$ cat config.mk
export PLATFORM = sky130hd
export DESIGN_NAME = arbitro_memoria_dados
export DESIGN_NICKNAME = d
export VERILOG_FILES = /design/src/rtl/arbitro_memoria_dados_pkg.sv /design/src/rtl/arbitro_memoria_dados_rr2.sv /design/src/rtl/arbitro_memoria_dados.sv
export SDC_FILE = /design/constraint.sdc
export NUM_CORES = 1
export LEC_CHECK = 0
export CAP_MARGIN = 5
export CORE_MARGIN = 2
export CORE_UTILIZATION = 37
export DETAILED_ROUTE_END_ITERATION = 7
export PLACE_DENSITY = 0.82
export RECOVER_POWER = 50
export SLEW_MARGIN = 40
export SYNTH_ARGS = -nofsm -noshare
export SYNTH_HDL_FRONTEND = slang
export SYNTH_SLANG_ARGS = --single-unit
$ cat constraint.sdc
create_clock -name Clock -period 1.8 [get_ports Clock]
set_clock_uncertainty 0.05 [all_clocks]
set_input_delay 0.18 -clock Clock [delete_from_list [all_inputs] [get_ports Clock]]
set_output_delay 0.18 -clock Clock [all_outputs]
set_load 0.05 [all_outputs]
$ cat src/rtl/arbitro_memoria_dados_pkg.sv
// Shared constants, FSM encoding, port ids and boot table for the data-memory arbiter.
package pacote_memoria;

  localparam int unsigned LARG_DADOS = 32;
  localparam int unsigned LARG_END   = 7;
  localparam int unsigned N_BOOT     = 4;
  localparam int unsigned LARG_BOOT  = 2;

  typedef enum logic {
    INICIALIZA = 1'b0,
    OPERA      = 1'b1
  } estado_t;

  localparam logic PORTA_CPU = 1'b0;
  localparam logic PORTA_ES  = 1'b1;

  localparam logic [LARG_DADOS-1:0] VALOR_INIT [N_BOOT] = '{
    32'h0000_0007, 32'h0000_0041, 32'h0000_0051, 32'h0000_0049
  };

  // Boot words beyond the table are written as zero.
  function automatic logic [LARG_DADOS-1:0] valor_init(input int unsigned idx);
    logic [LARG_DADOS-1:0] valor;
    valor = '0;
    if (idx < N_BOOT) valor = VALOR_INIT[idx[LARG_BOOT-1:0]];
    return valor;
  endfunction

endpackage

$ cat src/rtl/arbitro_memoria_dados_rr2.sv
// Two-way round-robin arbiter; one-hot combinational grant, last winner held in ultimo_q.
module arbitro_rr2 (
  input  logic clock_i,
  input  logic reset_i,
  input  logic habilita_i,
  input  logic req_cpu_i,
  input  logic req_es_i,
  output logic gnt_cpu_o,
  output logic gnt_es_o
);
  import pacote_memoria::*;

  logic ultimo_q;
  logic ultimo_d;

  // On a tie the port that did not win last time is served.
  always_comb begin
    gnt_cpu_o = 1'b0;
    gnt_es_o  = 1'b0;
    ultimo_d  = ultimo_q;
    if (habilita_i) begin
      if (req_cpu_i && req_es_i) begin
        gnt_cpu_o = (ultimo_q == PORTA_ES);
        gnt_es_o  = (ultimo_q == PORTA_CPU);
      end else begin
        gnt_cpu_o = req_cpu_i;
        gnt_es_o  = req_es_i;
      end
    end
    if (gnt_cpu_o)     ultimo_d = PORTA_CPU;
    else if (gnt_es_o) ultimo_d = PORTA_ES;
  end

  always_ff @(posedge clock_i) begin
    if (reset_i) ultimo_q <= PORTA_ES;
    else         ultimo_q <= ultimo_d;
  end

endmodule

$ cat src/rtl/arbitro_memoria_dados.sv
// Data-memory front end: boot-word preload after reset, then round-robin Cpu/Es access with read-return tagging.
module arbitro_memoria_dados #(
  parameter int unsigned LARG_DADOS = 32,
  parameter int unsigned LARG_END   = 7,
  parameter int unsigned N_INIT     = 4
) (
  input  logic                  Clock,
  input  logic                  Reset,
  input  logic                  CpuReq,
  input  logic                  CpuWe,
  input  logic [LARG_END-1:0]   CpuEnd,
  input  logic [LARG_DADOS-1:0] CpuDadoEsc,
  output logic                  CpuGnt,
  output logic                  CpuValido,
  output logic [LARG_DADOS-1:0] CpuDadoLido,
  input  logic                  EsReq,
  input  logic                  EsWe,
  input  logic [LARG_END-1:0]   EsEnd,
  input  logic [LARG_DADOS-1:0] EsDadoEsc,
  output logic                  EsGnt,
  output logic                  EsValido,
  output logic [LARG_DADOS-1:0] EsDadoLido,
  output logic [LARG_END-1:0]   MemEnd,
  output logic [LARG_DADOS-1:0] MemDadoEsc,
  output logic                  MemRead,
  output logic                  MemWrite,
  input  logic [LARG_DADOS-1:0] MemDadoLido,
  output logic                  Pronto
);
  import pacote_memoria::*;

  localparam logic [LARG_END-1:0] CONT_ULTIMO = LARG_END'(N_INIT - 1);

  estado_t               estado_q, estado_d;
  logic [LARG_END-1:0]   cont_q, cont_d;
  logic [LARG_END-1:0]   end_q, end_d;
  logic [LARG_DADOS-1:0] dado_q, dado_d;
  logic                  tag_val_q, tag_val_d;
  logic                  tag_porta_q, tag_porta_d;
  logic                  gnt_cpu, gnt_es, habilita;

  assign habilita = (estado_q == OPERA) && !Reset;

  arbitro_rr2 u_rr2 (
    .clock_i    (Clock),
    .reset_i    (Reset),
    .habilita_i (habilita),
    .req_cpu_i  (CpuReq),
    .req_es_i   (EsReq),
    .gnt_cpu_o  (gnt_cpu),
    .gnt_es_o   (gnt_es)
  );

  // Reset gates every command and handshake so nothing leaks out while it is held.
  always_comb begin
    estado_d    = estado_q;
    cont_d      = cont_q;
    tag_val_d   = 1'b0;
    tag_porta_d = tag_porta_q;
    MemRead     = 1'b0;
    MemWrite    = 1'b0;
    MemEnd      = end_q;
    MemDadoEsc  = dado_q;
    CpuGnt      = gnt_cpu;
    EsGnt       = gnt_es;
    Pronto      = habilita;
    CpuValido   = tag_val_q && (tag_porta_q == PORTA_CPU) && !Reset;
    EsValido    = tag_val_q && (tag_porta_q == PORTA_ES) && !Reset;
    CpuDadoLido = MemDadoLido;
    EsDadoLido  = MemDadoLido;
    if (!Reset) begin
      unique case (estado_q)
        INICIALIZA: begin
          MemWrite   = 1'b1;
          MemEnd     = cont_q;
          MemDadoEsc = LARG_DADOS'(valor_init(32'(cont_q)));
          cont_d     = cont_q + LARG_END'(1);
          if (cont_q == CONT_ULTIMO) estado_d = OPERA;
        end
        OPERA: begin
          if (gnt_cpu) begin
            MemEnd      = CpuEnd;
            MemDadoEsc  = CpuDadoEsc;
            MemWrite    = CpuWe;
            MemRead     = !CpuWe;
            tag_val_d   = !CpuWe;
            tag_porta_d = PORTA_CPU;
          end else if (gnt_es) begin
            MemEnd      = EsEnd;
            MemDadoEsc  = EsDadoEsc;
            MemWrite    = EsWe;
            MemRead     = !EsWe;
            tag_val_d   = !EsWe;
            tag_porta_d = PORTA_ES;
          end
        end
      endcase
    end
    end_d  = MemEnd;
    dado_d = MemDadoEsc;
  end

  always_ff @(posedge Clock) begin
    if (Reset) begin
      estado_q    <= INICIALIZA;
      cont_q      <= '0;
      end_q       <= '0;
      dado_q      <= '0;
      tag_val_q   <= 1'b0;
      tag_porta_q <= PORTA_CPU;
    end else begin
      estado_q    <= estado_d;
      cont_q      <= cont_d;
      end_q       <= end_d;
      dado_q      <= dado_d;
      tag_val_q   <= tag_val_d;
      tag_porta_q <= tag_porta_d;
    end
  end

endmodule

### Word-level counts from Yosys, hierarchy flattened

Cells that the tools add are included.

* register bits: 50
* output and inout bits: 110
* word-level logic and storage cells: 54
* input bits: 116

* add/sub/neg operators: 1
* mux-type cells: 28
* magnitude comparators: 2
* bitwise gates (word level): 4
* reduce and logical (&&, ||, !) cells: 11
* equal/unequal tests: 1

Operators by type and width (number)
* $mux 32: 6
* $bmux 32 s2: 1
* $pmux 32 s2: 1
* $mux 7: 3
* $mux 1: 15
* $pmux 7 s2: 1
* $add 7x1->7 const B: 1
* $eq 7x2->1 const B: 1
* $lt 7x3->1 const B: 1
* $logic_and 1x1->1: 6
* $ge 3x3->1 const B: 1
* $logic_not 1->1: 3
* $not 1->1: 3
* $not 2->3: 1
* $pmux 1 s2: 1
* $reduce_and 2->1: 1
* $reduce_bool 2->1: 1

### Logic depth before layout (Yosys ltp)

* word-level depth: 7
* gate-level depth with buffers: 6

### By module

A second synthesis with hierarchy kept.

* cell total of the unflattened synthesis: 414
* area, all modules: 3731.1 um^2

Modules (own cells, without submodules)
* arbitro_memoria_dados: sequential area each 980.9 um^2, area an instance 3672.3 um^2, cells each 406, times used 1
* arbitro_rr2: sequential area each 20.0 um^2, area an instance 58.8 um^2, cells each 8, times used 1

### Worst setup path before layout

OpenSTA, ideal clock, no wires.

* kind: register to output
* start point: register estado_q
* end point: output MemEnd[0]
* data required time: 1.570 ns
* slack: -0.710 ns
* arrival time: 2.280 ns
* cell stages (with the launch flop): 7
* cells stage by stage: dfxtp_1 and3b_1 buf_2 nand2_4 inv_4 a211oi_1 o31ai_1

* cells in the longest elaborated chain, start to end: 6

Ends and longest elaborated chain
* start, declared: RTL line arbitro_memoria_dados.sv:34 `estado_t estado_q, estado_d;`
* start signal, assigned: RTL line arbitro_memoria_dados.sv:112 `estado_q <= estado_d;`
* $logic_and 1x1->1: RTL line arbitro_memoria_dados.sv:42 `assign habilita = (estado_q == OPERA) && !Reset;`
* $mux 1: RTL line arbitro_memoria_dados_rr2.sv:21 `if (habilita_i) begin`
* named net EsGnt: RTL line arbitro_memoria_dados.sv:20 `output logic EsGnt,`
* $mux 7: RTL line arbitro_memoria_dados.sv:88 `end else if (gnt_es) begin`
* $mux 7: RTL line arbitro_memoria_dados.sv:81 `if (gnt_cpu) begin`
* $pmux 7 s2: RTL line arbitro_memoria_dados.sv:72 `unique case (estado_q)`
* $mux 7: RTL line arbitro_memoria_dados.sv:71 `if (!Reset) begin`
* end, declared: RTL line arbitro_memoria_dados.sv:23 `output logic [LARG_END-1:0] MemEnd,`

The timed path passes the listed nets, and every way through them passes these cells.

### Worst setup path in the final report

* start point: register cont_q[3]
* end point: output MemDadoEsc[2]

* cells in the longest elaborated chain, start to end: 4

Ends and longest elaborated chain
* start, declared: RTL line arbitro_memoria_dados.sv:35 `logic [LARG_END-1:0] cont_q, cont_d;`
* start signal, assigned: RTL line arbitro_memoria_dados.sv:113 `cont_q <= cont_d;`
* $lt 7x3->1: RTL line arbitro_memoria_dados_pkg.sv:25 `if (idx < N_BOOT) valor = VALOR_INIT[idx[LARG_BOOT-1:0]];`
* $mux 32: RTL line arbitro_memoria_dados_pkg.sv:25
* $pmux 32 s2: RTL line arbitro_memoria_dados.sv:72
* $mux 32: RTL line arbitro_memoria_dados.sv:71
* end, declared: RTL line arbitro_memoria_dados.sv:24 `output logic [LARG_DADOS-1:0] MemDadoEsc,`

No other way between the ends.

==> results.txt <==
status -> complete, but fails checks
failing checks -> setup timing
design area -> 0.00700 mm^2
WP data arrival -> 1.99 ns
leak pwr -> 2.53 nW
Syn Nets -> 549
worst skew pair latency -> 0.31 ns
CTS Root Cell -> clkbuf_8
Final nets -> 678
Post-CTS Hold Buffers -> 0
via count -> 4,089
fraction of layout cells with a size suffix above 1 -> 49.6%
Die W -> 102 um
gr ovfl total -> 0
antenna-violating nets left -> 0
Worst VDD drop -> 0.386 mV
crit path setup slack, layout -> -0.422 ns
drt drc -> 0
internal cell power -> 0.00241 W
Port Buf Inserts -> 129
Post-Place Cells -> 647
sw frac -> 37.8%
Clk pwr share -> 17.5%
H-tree levels -> 2
number of antenna violations at the first check in global routing -> 0
DR iter-0 viols -> 176
CTS tree -> done
Relative slew margins -> 67.5%
Setup TNS -> -13.53 ns
R2R Path Start -> u_rr2.ultimo_q
Post-synth EDFFs -> 0
Pins Over Slew Limit -> 0
reg2reg setup slack -> -0.25 ns
Mapped Avg Cell Area -> 8.21 um^2
Seq/Total Area, Yosys -> 28.4%
final WL -> 15,600 um
post-synthesis cell type count -> 55
Core ar. -> 0.00924 mm^2
synthesized cell area -> 0.00353 mm^2
final setup fails -> 43
pwr/cell area -> 552 mW/mm^2
All-Layer GR Usage -> 26.1%
initial core utilization -> 38.2%
Area Overhead vs Synth -> 98.5%
Hold/Removal Path Class -> input port to flop
number of global-route vias before repair -> 4,119
Ports -> 226
combinational power share -> 50.5%
number of CTS-inserted buffers -> 5
Reg-to-Reg End -> end_q[0]
Seq cells post-synth -> 50
clk sink count -> 50
Antenna Cells -> 0
Synth Instances -> 430
largest net degree at the start of global routing -> 28
WL per Instance -> 22.7 um
Tcrit/Tclk final -> 123%
switching power -> 0.00146 W
RSZ-0062 raised after global routing -> yes
Clock transition at path regs -> 0.10 ns
dpl hpwl -> 8810 um
Die Height -> 102 um
Post-synth top flop -> dfxtp_1
max cap viols -> 0
worst slew pin tran -> 0.487 ns
crit path capture -> MemDadoEsc[2]
Filler cells -> 546
GPL Wtd Cong -> 0.839
Startpoint Class -> flop
Die ar. -> 0.0103 mm^2
Max Buffers Root-to-Sink -> 2
WS Path Type -> flop to output pin
Fmax -> 0.450 GHz
Required @ worst endpoint -> 1.57 ns
clock period minus worst slack -> 2.22 ns
Worst Setup SP -> cont_q[3]
hold_ws -> 0.239 ns
reg2reg path depth -> 10
Ys Warns -> 0
critical path capture point type -> output pin
final core utilization -> 75.8%
Hold Fails Final Rpt -> 0
fin cells -> 688
Worst Path Max Fanout -> 4
Reg power frac -> 32.0%
first-pass GRT wire length -> 21,300 um
average vias per placed instance -> 5.94
Post-DP Area -> 0.00543 mm^2
drt pass-1 iters -> 5
ys async rst share -> 0%
row cnt -> 35
==> cells in the mapped netlist (all sizes together) (7+ instances only) <==
cell | n | area share [%]
buf | 81 | 16
o21ai | 64 | 9.1
dfxtp | 50 | 28
a21oi | 32 | 4.5
a32oi | 28 | 7.0
mux2i | 26 | 7.4
nor2 | 19 | 2.3
clkbuf | 16 | 1.7
nand2 | 16 | 1.9
nand3 | 9 | 1.4
inv | 8 | 0.92
nor3 | 7 | 0.99
==> layout by cell type (no fill, tap or decap), drive strengths merged, types with 2 or more instances in the layout <==
master,synthesis,layout
a32oi,28,28
a22oi,5,5
and4b,2,2
xor2,3,3
nor3,7,7
a31oi,4,4
nand2b,4,4
nand2,16,17
o31ai,4,4
clkbuf,16,12
buf,81,129
o311a,2,2
o211ai,5,5
nor2b,2,2
a2111oi,2,2
xnor2,3,3
mux2i,26,26
clkdlybuf4s50,0,79
dfxtp,50,50
inv,8,7
a21o,5,5
nor2,19,19
o21ai,64,64
clkinvlp,0,2
or4b,2,2
a211oi,2,2
a221oi,2,2
ha,3,3
nand3,9,9
and3b,2,2
dlygate4sd2,0,2
o21ba,3,3
o221ai,5,5
a21oi,32,32
==> power groups by stage <==
stage               Clock [W]  Sequential (W)  Combinational [W]
floorplan                   0         0.00124            0.00116
global placement            0         0.00124            0.00152
detailed placement          0         0.00125            0.00156
CTS                  0.000676         0.00123            0.00174
global route         0.000717         0.00124            0.00204
finish               0.000677         0.00123            0.00195
==> flip-flops by register name (all words and copies together) (netlist names) <==
register        count
dado_q             32
cont_q              7
end_q               7
estado_q            1
tag_porta_q         1
tag_val_q           1
u_rr2.ultimo_q      1
==> how the worst min path moves through the flow <==
| stage | endpoint | slack [ns] | depth (start not counted) | from |
|---|---|---|---|---|
| 2_1_floorplan | dado_q[31] | 0.26 | 2 | EsDadoEsc[31] |
| 3_3_place_gp | CpuDadoLido[24] | 0.31 | 0 | MemDadoLido[24] |
| 3_5_place_dp | CpuDadoLido[24] | 0.31 | 0 | MemDadoLido[24] |
| 4_1_cts | end_q[6] | 0.22 | 3 | Reset |
| 5_1_grt | end_q[6] | 0.24 | 3 | Reset |
| 6_report | end_q[6] | 0.24 | 3 | Reset |
==> per-stage QoR <==
stage	setup slack, ns	power, W
5_1_grt	-0.480	0.00399
3_3_place_gp	-0.395	0.00277
2_1_floorplan	-0.221	0.00241
6_report	-0.422	0.00386
3_5_place_dp	-0.422	0.00280
4_1_cts	-0.408	0.00365
==> layout make-up <==
class | instances | area, um^2 | share of cell area, %
clock buffer | 7 | 76.3 | 1.09
inverter | 8 | 43.8 | 0.625
multi-input combinational | 276 | 2920 | 41.7
sequential | 50 | 1010 | 14.4
tap | 129 | 161 | 2.30
timing repair buffer | 217 | 2790 | 39.8
timing repair inverter | 1 | 7.51 | 0.107
==> layer usage <==
metal  up-vias  track usage [%]  part of all wire (%)
li1       1808                -                     -
met1      1967             30.5                    35
met2       247             47.3                    52
met3        67             6.00                   8.7
met4         0             7.59                   3.7
met5         -                0                     0
==> timing repair <==
item	in CTS	in global routing
endpoints found under the setup margin	44	43
pin swaps	31	43
resized for setup	114	91
buffers inserted	11	15
gates cloned	5	5
==> cell families after synthesis <==
kind of cell / synth area share [%]
AO/OA/AOI/OAI: 31.6
XOR/XNOR: 1.49
adder cells (fa/ha/maj): 1.06
buffers and inverters: 18.9
flip-flops: 28.4
multiplexers: 7.38
AND/OR/NAND/NOR: 11.2
==> worst max-delay path, cell delays in order (launching register included) <==
cell	delay, ns
dfxtp_2	0.34
or4_4	0.57
nor2_4	0.23
nand3_4	0.14
a32oi_4	0.23
buf_12	0.17
Power figures use the tool's default switching activity.
